**src/rtl/ili9341_seq_ctrl_pkg.sv**
```systemverilog
// ili9341_seq_ctrl_pkg: shared types and ILI9341 command constants for the panel sequencer.
package ili9341_seq_ctrl_pkg;
    typedef enum logic [2:0] {
        S_IDLE, S_HW_RST, S_RST_WAIT, S_FETCH, S_SEND, S_WAIT_DONE, S_DLY, S_READY
    } state_t;
    typedef enum logic [1:0] {K_CMD = 2'b00, K_DATA = 2'b01, K_DELAY = 2'b10, K_END = 2'b11} rom_kind_t;
    typedef enum logic [1:0] {PH_INIT, PH_RAMWR, PH_HI, PH_LO} phase_t;
    localparam logic [7:0] SWRESET = 8'h01;
    localparam logic [7:0] SLPOUT  = 8'h11;
    localparam logic [7:0] DISPON  = 8'h29;
    localparam logic [7:0] CASET   = 8'h2A;
    localparam logic [7:0] PASET   = 8'h2B;
    localparam logic [7:0] RAMWR   = 8'h2C;
    localparam logic [7:0] MADCTL  = 8'h36;
    localparam logic [7:0] COLMOD  = 8'h3A;
    function automatic logic [9:0] ent(rom_kind_t k, logic [7:0] v);
        return {k, v};
    endfunction
endpackage

```
**src/rtl/ili9341_seq_ctrl_init_rom.sv**
```systemverilog
// ili9341_seq_ctrl_init_rom: combinational init command table, index -> {kind, value}.
module ili9341_seq_ctrl_init_rom
    import ili9341_seq_ctrl_pkg::*;
#(
    parameter int ROM_DEPTH = 32,
    localparam int AW = $clog2(ROM_DEPTH)
) (
    input  logic [AW-1:0] idx_i,
    output logic [9:0]    entry_o
);
    // Window is the full 240x320 panel; the table ends by opening RAMWR for pixels.
    always_comb begin
        case (int'(idx_i))
            0:       entry_o = ent(K_CMD, SWRESET);
            1:       entry_o = ent(K_DELAY, 8'd5);
            2:       entry_o = ent(K_CMD, SLPOUT);
            3:       entry_o = ent(K_DELAY, 8'd0);
            4:       entry_o = ent(K_CMD, COLMOD);
            5:       entry_o = ent(K_DATA, 8'h55);
            6:       entry_o = ent(K_CMD, MADCTL);
            7:       entry_o = ent(K_DATA, 8'h48);
            8:       entry_o = ent(K_CMD, DISPON);
            9:       entry_o = ent(K_CMD, CASET);
            10:      entry_o = ent(K_DATA, 8'h00);
            11:      entry_o = ent(K_DATA, 8'h00);
            12:      entry_o = ent(K_DATA, 8'h00);
            13:      entry_o = ent(K_DATA, 8'hEF);
            14:      entry_o = ent(K_CMD, PASET);
            15:      entry_o = ent(K_DATA, 8'h00);
            16:      entry_o = ent(K_DATA, 8'h00);
            17:      entry_o = ent(K_DATA, 8'h01);
            18:      entry_o = ent(K_DATA, 8'h3F);
            19:      entry_o = ent(K_CMD, RAMWR);
            default: entry_o = ent(K_END, 8'h00);
        endcase
    end
endmodule

```
**src/rtl/ili9341_seq_ctrl.sv**
```systemverilog
// ili9341_seq_ctrl: panel reset, init ROM playback and RGB565 pixel streaming over a SPI byte engine.
module ili9341_seq_ctrl
    import ili9341_seq_ctrl_pkg::*;
#(
    parameter int RST_LOW_CYC  = 1000,
    parameter int RST_WAIT_CYC = 120000,
    parameter int DELAY_UNIT   = 1000,
    parameter int ROM_DEPTH    = 32,
    parameter int FRAME_PIX    = 76800
) (
    input  logic        clk,
    input  logic        rst,
    input  logic        start,
    input  logic        pix_valid,
    input  logic [15:0] pix_data,
    output logic        pix_ready,
    output logic        spi_send,
    output logic [7:0]  spi_byte,
    input  logic        spi_done,
    output logic        lcd_dc,
    output logic        lcd_cs_n,
    output logic        lcd_rst_n,
    output logic        init_done,
    output logic        busy
);
    localparam int AW = $clog2(ROM_DEPTH);
    localparam int PW = $clog2(FRAME_PIX + 1);

    state_t          state_q, state_d;
    phase_t          phase_q, phase_d;
    logic [31:0]     cnt_q, cnt_d;
    logic [AW-1:0]   idx_q, idx_d;
    logic [PW-1:0]   pix_cnt_q, pix_cnt_d;
    logic [15:0]     pix_q, pix_d;
    logic [7:0]      byte_q, byte_d;
    logic            dc_q, dc_d, cs_q, cs_d, init_q, init_d;
    logic [9:0]      entry;
    rom_kind_t       kind;
    logic [7:0]      val;
    logic            rom_end, wrap;

    ili9341_seq_ctrl_init_rom #(.ROM_DEPTH(ROM_DEPTH)) u_rom (.idx_i(idx_q), .entry_o(entry));

    assign kind    = rom_kind_t'(entry[9:8]);
    assign val     = entry[7:0];
    assign rom_end = kind == K_END || idx_q == AW'(ROM_DEPTH - 1);
    // Count saturates at FRAME_PIX so the next accepted pixel knows to reopen RAMWR.
    assign wrap    = pix_cnt_q == PW'(FRAME_PIX);

    always_ff @(posedge clk or negedge rst) begin
        if (!rst) begin
            state_q   <= S_IDLE;
            phase_q   <= PH_INIT;
            cnt_q     <= '0;
            idx_q     <= '0;
            pix_cnt_q <= '0;
            pix_q     <= '0;
            byte_q    <= '0;
            dc_q      <= 1'b0;
            cs_q      <= 1'b0;
            init_q    <= 1'b0;
        end else begin
            state_q   <= state_d;
            phase_q   <= phase_d;
            cnt_q     <= cnt_d;
            idx_q     <= idx_d;
            pix_cnt_q <= pix_cnt_d;
            pix_q     <= pix_d;
            byte_q    <= byte_d;
            dc_q      <= dc_d;
            cs_q      <= cs_d;
            init_q    <= init_d;
        end
    end

    always_comb begin
        state_d   = state_q;
        phase_d   = phase_q;
        cnt_d     = cnt_q;
        idx_d     = idx_q;
        pix_cnt_d = pix_cnt_q;
        pix_d     = pix_q;
        byte_d    = byte_q;
        dc_d      = dc_q;
        cs_d      = cs_q;
        init_d    = init_q;
        case (state_q)
            S_IDLE: if (start) begin
                state_d = S_HW_RST;
                cnt_d   = 32'(RST_LOW_CYC - 1);
                init_d  = 1'b0;
            end
            S_HW_RST: if (cnt_q == '0) begin
                state_d = S_RST_WAIT;
                cnt_d   = 32'(RST_WAIT_CYC - 1);
            end else cnt_d = cnt_q - 32'd1;
            S_RST_WAIT: if (cnt_q == '0) begin
                state_d = S_FETCH;
                idx_d   = '0;
            end else cnt_d = cnt_q - 32'd1;
            S_FETCH: if (rom_end) begin
                state_d = S_READY;
                init_d  = 1'b1;
            end else if (kind == K_DELAY) begin
                if (val == '0) idx_d = idx_q + 1'b1;
                else begin
                    state_d = S_DLY;
                    cnt_d   = 32'(int'(val) * DELAY_UNIT - 1);
                end
            end else begin
                state_d = S_SEND;
                phase_d = PH_INIT;
                byte_d  = val;
                dc_d    = kind == K_DATA;
            end
            S_SEND: begin
                state_d = S_WAIT_DONE;
                cs_d    = 1'b1;
            end
            S_WAIT_DONE: if (spi_done) begin
                case (phase_q)
                    PH_INIT: begin
                        state_d = S_FETCH;
                        idx_d   = idx_q + 1'b1;
                    end
                    PH_RAMWR: begin
                        state_d = S_SEND;
                        phase_d = PH_HI;
                        byte_d  = pix_q[15:8];
                        dc_d    = 1'b1;
                    end
                    PH_HI: begin
                        state_d = S_SEND;
                        phase_d = PH_LO;
                        byte_d  = pix_q[7:0];
                        dc_d    = 1'b1;
                    end
                    default: state_d = S_READY;
                endcase
            end
            S_DLY: if (cnt_q == '0) begin
                state_d = S_FETCH;
                idx_d   = idx_q + 1'b1;
            end else cnt_d = cnt_q - 32'd1;
            S_READY: if (pix_valid) begin
                state_d   = S_SEND;
                pix_d     = pix_data;
                pix_cnt_d = wrap ? PW'(1) : pix_cnt_q + 1'b1;
                phase_d   = wrap ? PH_RAMWR : PH_HI;
                byte_d    = wrap ? RAMWR : pix_data[15:8];
                dc_d      = !wrap;
            end
            default: state_d = S_IDLE;
        endcase
    end

    always_comb begin
        spi_send  = state_q == S_SEND;
        spi_byte  = byte_q;
        lcd_dc    = dc_q;
        lcd_cs_n  = !(cs_q || state_q == S_SEND);
        lcd_rst_n = !(state_q == S_IDLE || state_q == S_HW_RST);
        pix_ready = state_q == S_READY;
        init_done = init_q;
        busy      = state_q != S_IDLE;
    end
endmodule

```
**config.mk**
```make
export PLATFORM = sky130hd
export DESIGN_NAME = ili9341_seq_ctrl
export DESIGN_NICKNAME = d
export VERILOG_FILES = /design/src/rtl/ili9341_seq_ctrl_pkg.sv /design/src/rtl/ili9341_seq_ctrl_init_rom.sv /design/src/rtl/ili9341_seq_ctrl.sv
export SDC_FILE = /design/constraint.sdc
export NUM_CORES = 1
export LEC_CHECK = 0
export BUFFER_PORTS_ARGS = -buffer_cell sky130_fd_sc_hd__buf_4
export CORE_UTILIZATION = 50
export DETAILED_ROUTE_END_ITERATION = 6
export GPL_ROUTABILITY_DRIVEN = 0
export MAX_ROUTING_LAYER = met4
export PLACE_DENSITY = 0.7
export SLEW_MARGIN = 20
export SYNTH_ARGS = -nofsm -noshare
export SYNTH_HDL_FRONTEND = slang
export SYNTH_SLANG_ARGS = --single-unit
```
**constraint.sdc**
```tcl
create_clock -name clk -period 5.87 [get_ports clk]
set_input_delay 0 -clock clk [delete_from_list [all_inputs] [get_ports clk]]
set_output_delay 0 -clock clk [all_outputs]
set_load 0.02 [all_outputs]
```
==> results.md, run 1 <==
- Worst reg2reg path endpoint: cnt_q[24]
- Ys flop type: dfrtp_1
- Hold crit path type: in2reg
- Post-synth EDFFs: 0
- GR Util met3: 4.50%
- Global route hottest layer: met2
- Ys async rst share: 100%
- Die Area: 14,200 um^2
- Mux contribution to synthesized area: 4.07%
- Count leader, synth: nand2_1
- Fill count: 1,094
- Largest family of logic cells by synthesized area: simple AND/OR/NAND/NOR gates
- Layout cells sized above 1: 16.0%
- DR DRC count: 0
- Initial core utilization: 51.6%
- Status: finished clean
- Worst r2r path cells: 25
- Worst Slack Setup Final: 143 ps
- CTS tree: yes
- Drt pass-1 iters: 5
- Post-synthesis simple-gate area fraction: 22.9%
- Commonest cells post-synth: 112 x nand2_1, 86 x dfrtp_1, 71 x o21ai_0
- Vias per cell: 5.78
- Largest net degree at the start of global routing: 53
- Area of the multi-input gates: 4480 um^2
- Cell variety after synth: 69
- Max H-tree Level: 3
- Die width: 119 um
- Area added between synthesis and finish: 18.3%
- Sink Count: 86
- ANT nets after route: 0
- PortBufs: 35
- Worst-margin pin slew: 904 ps
- Tot GR Track Use: 24.9%
- WL/cell: 15.8 um
- Critical Path Sink Type: flop
- First-pass GRT wire length: 27.6 mm
- Register area: 2150 um^2
- Via Count: 6,093
- Data required, critical path: 6110 ps
- Post-Route WL: 16.6 mm
- Synth Cell Area: 6860 um^2
- Yosys warns: 0
- Synth Instances: 814
- Final setup vio count: 0
- Antenna Cells: 0
- Global routing usage on met2: 39.4%
- Leading post-synthesis cells by cell area: dfrtp_1 31%, ha_1 9.1%, fa_1 6.1%, nand2_1 6.1%, o21ai_0 5.2%
- WP data arrival: 5970 ps
- CTS max path bufs: 2
- Final nets: 966
- Maximum fanout along the worst path: 7
- Row cnt: 42
- Critical path class: reg2reg
- Slew Limit Fails: 0
- FF-to-FF setup slack: 140 ps
- Min Tclk post-route: 5730 ps
- Final Cell Area: 8120 um^2
- Top cell type's share of synthesized area: 31.4%
- Startpoint class of the critical path: flop
- Total gr overflow: 0
- Sequential cell area fraction in the yosys report: 31.4%
- Min-Delay Path Depth: 3
- Compound-gate portion of the synthesized area: 15.7%
- Pre-CTS WS: -115 ps
- TritonCTS buffer count: 9
- Core area: 13,300 um^2
- Hold EP: state_q[0]
- Net count after synthesis: 906
- Final period util: 97.6%
- Antenna violations before repair: 0
- Syn avg cell area: 8.43 um^2
- # IOs: 36
- Synth Register Bits: 86
- Clk_lat worst skew: 350 ps
- GRT met1 Usage: 31.9%
- Cell taking the most area after synthesis: dfrtp_1
- Synth Area in Adders: 15.2%
- Final Skew: 6.44 ps
- Min-delay src: start
- Worst slew margin: 39.5%
- Initial DRC count: 427
- MaxCap Viol Count: 0
- Area post-placement: 7400 um^2
- Clk root buf: clkbuf_16
- DIE HEIGHT: 119 um
- Clock-pin transition on the worst setup and hold timing paths: 70 ps
- Worst r2r src: idx_q[0]
- Utilization after layout: 61.1%
- Hold Fails Final Rpt: 0
- Max Freq: 0.175 GHz
- Vias in the first global route: 5,874
- Synth Area in XOR/XNOR: 5.23%
- Final HPWL DP: 12.0 mm
-- cell type report --
type	count	area share, %
clock buffers	11	2.99
clock inverters	5	1.09
inverters	65	3.04
multi-input cells	629	55.1
flip-flops and latches	86	26.5
well taps	176	2.71
repair buffers	83	8.51
-- routing by layer --
| layer | vias to the layer above | share of wire [%] | wire length, um |
|---|---|---|---|
| met3 | 24 | 5.0 | 835 |
| met5 | - | 0 | 0 |
| met2 | 197 | 49 | 8100 |
| li1 | 2960 | - | - |
| met1 | 2912 | 44 | 7390 |
| met4 | 0 | 1.8 | 295 |
-- through the flow --
stage | std cells | hold WS (ps) | setup TNS [ps]
after floorplan | 814 | -296 | 0
after global placement | 1014 | -27.1 | 0
after detailed placement | 1014 | -15.0 | -552
after CTS | 1047 | 13.1 | 0
after global routing | 1055 | 37.1 | -616
final | 1055 | 28.1 | 0
-- worst max path at each step --
stage	start	end	slack [ps]	cells after the start
floorplan	idx_q[1]	cnt_q[21]	30	24
global route	idx_q[0]	cnt_q[24]	-80	24
CTS	idx_q[0]	cnt_q[18]	0.2	24
global placement	idx_q[1]	cnt_q[18]	80	23
finish	idx_q[0]	cnt_q[24]	140	25
detailed placement	idx_q[1]	cnt_q[18]	-120	23
-- sequential cells by signal, indices dropped and copies added (netlist names) --
register	count
phase_q	2
pix_q	16
state_q	3
spi_byte	8
lcd_dc	1
cnt_q	32
pix_cnt_q	17
idx_q	5
cs_q	1
init_done	1
-- logic make-up (layout without fill, tap and decap cells) --
| group | count (synthesis) | in the layout |
|---|---|---|
| xor+xnor | 41 | 41 |
| buf+inv | 99 | 164 |
| flops | 86 | 86 |
| fa+ha+maj | 71 | 71 |
| simple gates | 314 | 314 |
| compound gates | 177 | 177 |
| mux | 26 | 26 |
-- what timing repair did --
item / 4_1_cts / 5_1_grt
gates resized for setup: 5 / 31
setup endpoints to repair: 15 / 18
hold buffers: 17 / 0
pin swaps: 0 / 14
gates cloned: 0 / 1
hold endpoints to repair: 50 / 0
buffers inserted: 0 / 7
-- placed cells by master (no fill, tap or decap), types with 5 or more instances in the layout --
cell type      instances
and2_1                 6
nor4_1                12
or3_1                  8
clkbuf_16             10
o31ai_1                7
or4_1                 10
a21oi_1               41
and3_1                 5
inv_1                 60
mux2i_1               11
nor3b_1                5
fa_1                  21
nand2_1              111
o211ai_1               8
nand4_1                8
mux2_2                15
ha_1                  43
nor2b_1                6
buf_4                 64
a21o_1                 6
nand3_1               19
dlygate4sd3_1         17
xor2_1                14
nor2_1                58
nand2b_1              11
nor3_1                24
o21ai_0               66
xnor2_1               27
or2_2                  6
dfrtp_1               85
-- worst max-delay path, stage by stage, from the launching register on --
cell	delay (ps)
dfrtp_2	430
inv_4	90
ha_2	200
o21ai_1	110
nand2b_4	160
a21oi_2	150
a21o_1	120
inv_1	70
fa_1	500
xnor2_1	150
ha_1	320
fa_1	500
inv_1	50
fa_1	500
inv_1	60
ha_4	270
o21ai_1	80
o21bai_1	290
a211oi_4	120
buf_4	150
o31ai_1	300
a21oi_1	130
xnor2_1	370
nand3_2	220
buf_8	190
o311ai_1	80
Power of run 1 is left out: the tool's default activity adds up to more than one toggle a clock period on the data nets, which glitch-free logic cannot reach.
==> run 2, diff against run 1 <==
Settings changed: CAP_MARGIN set to 40, CELL_PAD_IN_SITES_DETAIL_PLACEMENT set to 2, CELL_PAD_IN_SITES_GLOBAL_PLACEMENT set to 2, CORE_ASPECT_RATIO set to 1.4, CORE_UTILIZATION 50 to 35, PLACE_DENSITY 0.7 to not set, PLACE_DENSITY_LB_ADDON set to 0.1.
==> results.md, run 2 (synthesis results as in run 1) <==
- Clk root buf: clkbuf_16
- Status: finished clean
- Final nets: 985 (+2.0%)
- GRT met1 Usage: 27.8% (-4.1 points)
- Slew Limit Fails: 0 (unchanged)
- Antenna violations before repair: 0 (unchanged)
- Max Freq: 0.176 GHz (+0.68%)
- Final period util: 96.9% (-0.66 points)
- # IOs: 36 (unchanged)
- CTS tree: yes
- Largest net degree at the start of global routing: 49 (-7.5%)
- Clk_lat worst skew: 350 ps (about the same)
- WL/cell: 20.3 um (+29%)
- Area post-placement: 7610 um^2 (+2.8%)
- Final Cell Area: 8460 um^2 (+4.2%)
- First-pass GRT wire length: 37.8 mm (+37%)
- PortBufs: 35 (unchanged)
- Largest register FFs: 32 (unchanged)
- Most common cell after layout, fill and taps aside: nand2_1
- Final HPWL DP: 17.0 mm (+41%)
- Critical Path Sink Type: flop
- Critical path class: reg2reg
- Tot GR Track Use: 24.4% (-0.52 points)
- Largest registers: cnt_q x32, pix_cnt_q x17, pix_q x16
- Total gr overflow: 0 (unchanged)
- Max H-tree Level: 3 (unchanged)
- Hold crit path type: in2reg
- Drt pass-1 iters: 4 (-1)
- Die Area: 20,200 um^2 (+42%)
- Sink Count: 86 (unchanged)
- Final setup vio count: 0 (unchanged)
- DIE HEIGHT: 168 um (+41%)
- Most frequent cells in the layout: 110 x nand2_1, 85 x dfrtp_1, 78 x buf_4
- FF-to-FF setup slack: 180 ps (+40 ps)
- Startpoint class of the critical path: flop
- Fill count: 2,133 (+95%)
- Worst slew margin: 51.2% (+12 points)
- WP data arrival: 5910 ps (-60 ps)
- DR DRC count: 0 (unchanged)
- Initial core utilization: 35.7% (-16 points)
- Clock-pin transition on the worst setup and hold timing paths: 70 ps (about the same)
- TritonCTS buffer count: 9 (unchanged)
- MaxCap Viol Count: 0 (unchanged)
- Maximum fanout along the worst path: 7 (unchanged)
- Vias in the first global route: 7,164 (+22%)
- Global routing usage on met2: 44.4% (+5.0 points)
- Data required, critical path: 6100 ps (about the same)
- Global route hottest layer: met2
- Row cnt: 60 (+43%)
- Vias per cell: 5.51 (-4.6%)
- Antenna Cells: 0 (unchanged)
- Hold Fails Final Rpt: 0 (unchanged)
- Initial DRC count: 226 (-47%)
- CTS max path bufs: 2 (unchanged)
- Biggest register: cnt_q
- Min Tclk post-route: 5690 ps (-38.8 ps)
- Via Count: 6,316 (+3.7%)
- Die width: 120 um (+1.0%)
- Area added between synthesis and finish: 23.3%
- Core area: 19,200 um^2 (+45%)
- Layout cells sized above 1: 19.5% (+3.4 points)
- Final Skew: 10.2 ps (+3.80 ps)
- GR Util met3: 2.45% (-2.0 points)
- Post-Route WL: 23.3 mm (+40%)
- Worst-margin pin slew: 732 ps (-172 ps)
- ANT nets after route: 0 (unchanged)
run 2: changes by cell type in the layout (fill, tap and decap cells not counted), moves of 3 or more:
cell / previous run / this run
buf_6: 0 / 3
xor2_1: 14 / 11
buf_4: 64 / 78
inv_2: 3 / 6
ha_4: 4 / 8
inv_1: 60 / 57
run 2: repair_timing:
action / in CTS / in global routing
gates resized for setup: 24 / 32
pin swaps: 7 / 20
hold buffers: 17 / 0
endpoints found under the hold margin: 54 / 0
setup endpoints to repair: 16 / 18
setup buffers: 3 / 9
gates cloned: 1 / 0
run 2: final cells by class:
cell class / count / area, um^2 / share of cell area [%]
clock buffer: 9 / 225 / 2.66
tap: 248 / 310 / 3.67
multi-input combinational: 629 / 4580 / 54.2
sequential: 86 / 2150 / 25.4
inverter: 65 / 246 / 2.91
timing repair buffer: 102 / 842 / 9.95
clock inverter: 7 / 103 / 1.21
run 2: final timing paths:
path                            cells after the start  startpoint        end
worst max-delay path                               25    idx_q[1]  cnt_q[18]
max in group asynchronous                           4         rst     lcd_dc
worst min-delay path                                4       start  init_done
worst max register to register                     25    idx_q[1]  cnt_q[18]
min in group asynchronous                           2         rst  cnt_q[20]
worst min register to register                      1        cs_q       cs_q
run 2: per-stage QoR:
| stage | hold WS [ps] | TNS, ps | setup slack, ps | utilization (%) | instances |
|---|---|---|---|---|---|
| 3_5_place_dp | -78.9 | -4040 | -321 | 39.6 | 1099 |
| 6_report | 50.2 | 0 | 182 | 44.0 | 1146 |
| 2_1_floorplan | -296 | 0 | 25.0 | - | 814 |
| 5_1_grt | 75.1 | -131 | -69.9 | 44.0 | 1146 |
| 4_1_cts | 39.2 | 0 | 0.350 | 42.8 | 1136 |
| 3_3_place_gp | -80.0 | 0 | 36.9 | 39.4 | 1097 |
run 2: worst max-delay path, stage by stage, from the launching register on:
cell and delay [ps]:
dfrtp_1 410, inv_2 130, ha_4 220, nand2_2 90
o21ai_1 80, nand2_1 140, o21ai_1 110, a21boi_1 240
inv_2 90, buf_4 160, fa_1 480, inv_1 60
fa_1 510, inv_1 60, fa_1 550, ha_4 220
ha_4 250, buf_4 160, or2_2 290, a21oi_1 210
a31oi_1 80, xnor2_1 240, nor4_4 350, nand3_2 160
buf_6 190, o311ai_0 90
run 2: layer usage:
metal | routed length [um] | vias to the layer above
met4 | 597 | 0
met1 | 9750 | 3232
met5 | 0 | -
met2 | 12600 | 66
met3 | 331 | 31
li1 | - | 2987
Power of run 2 is left out for the same reason.
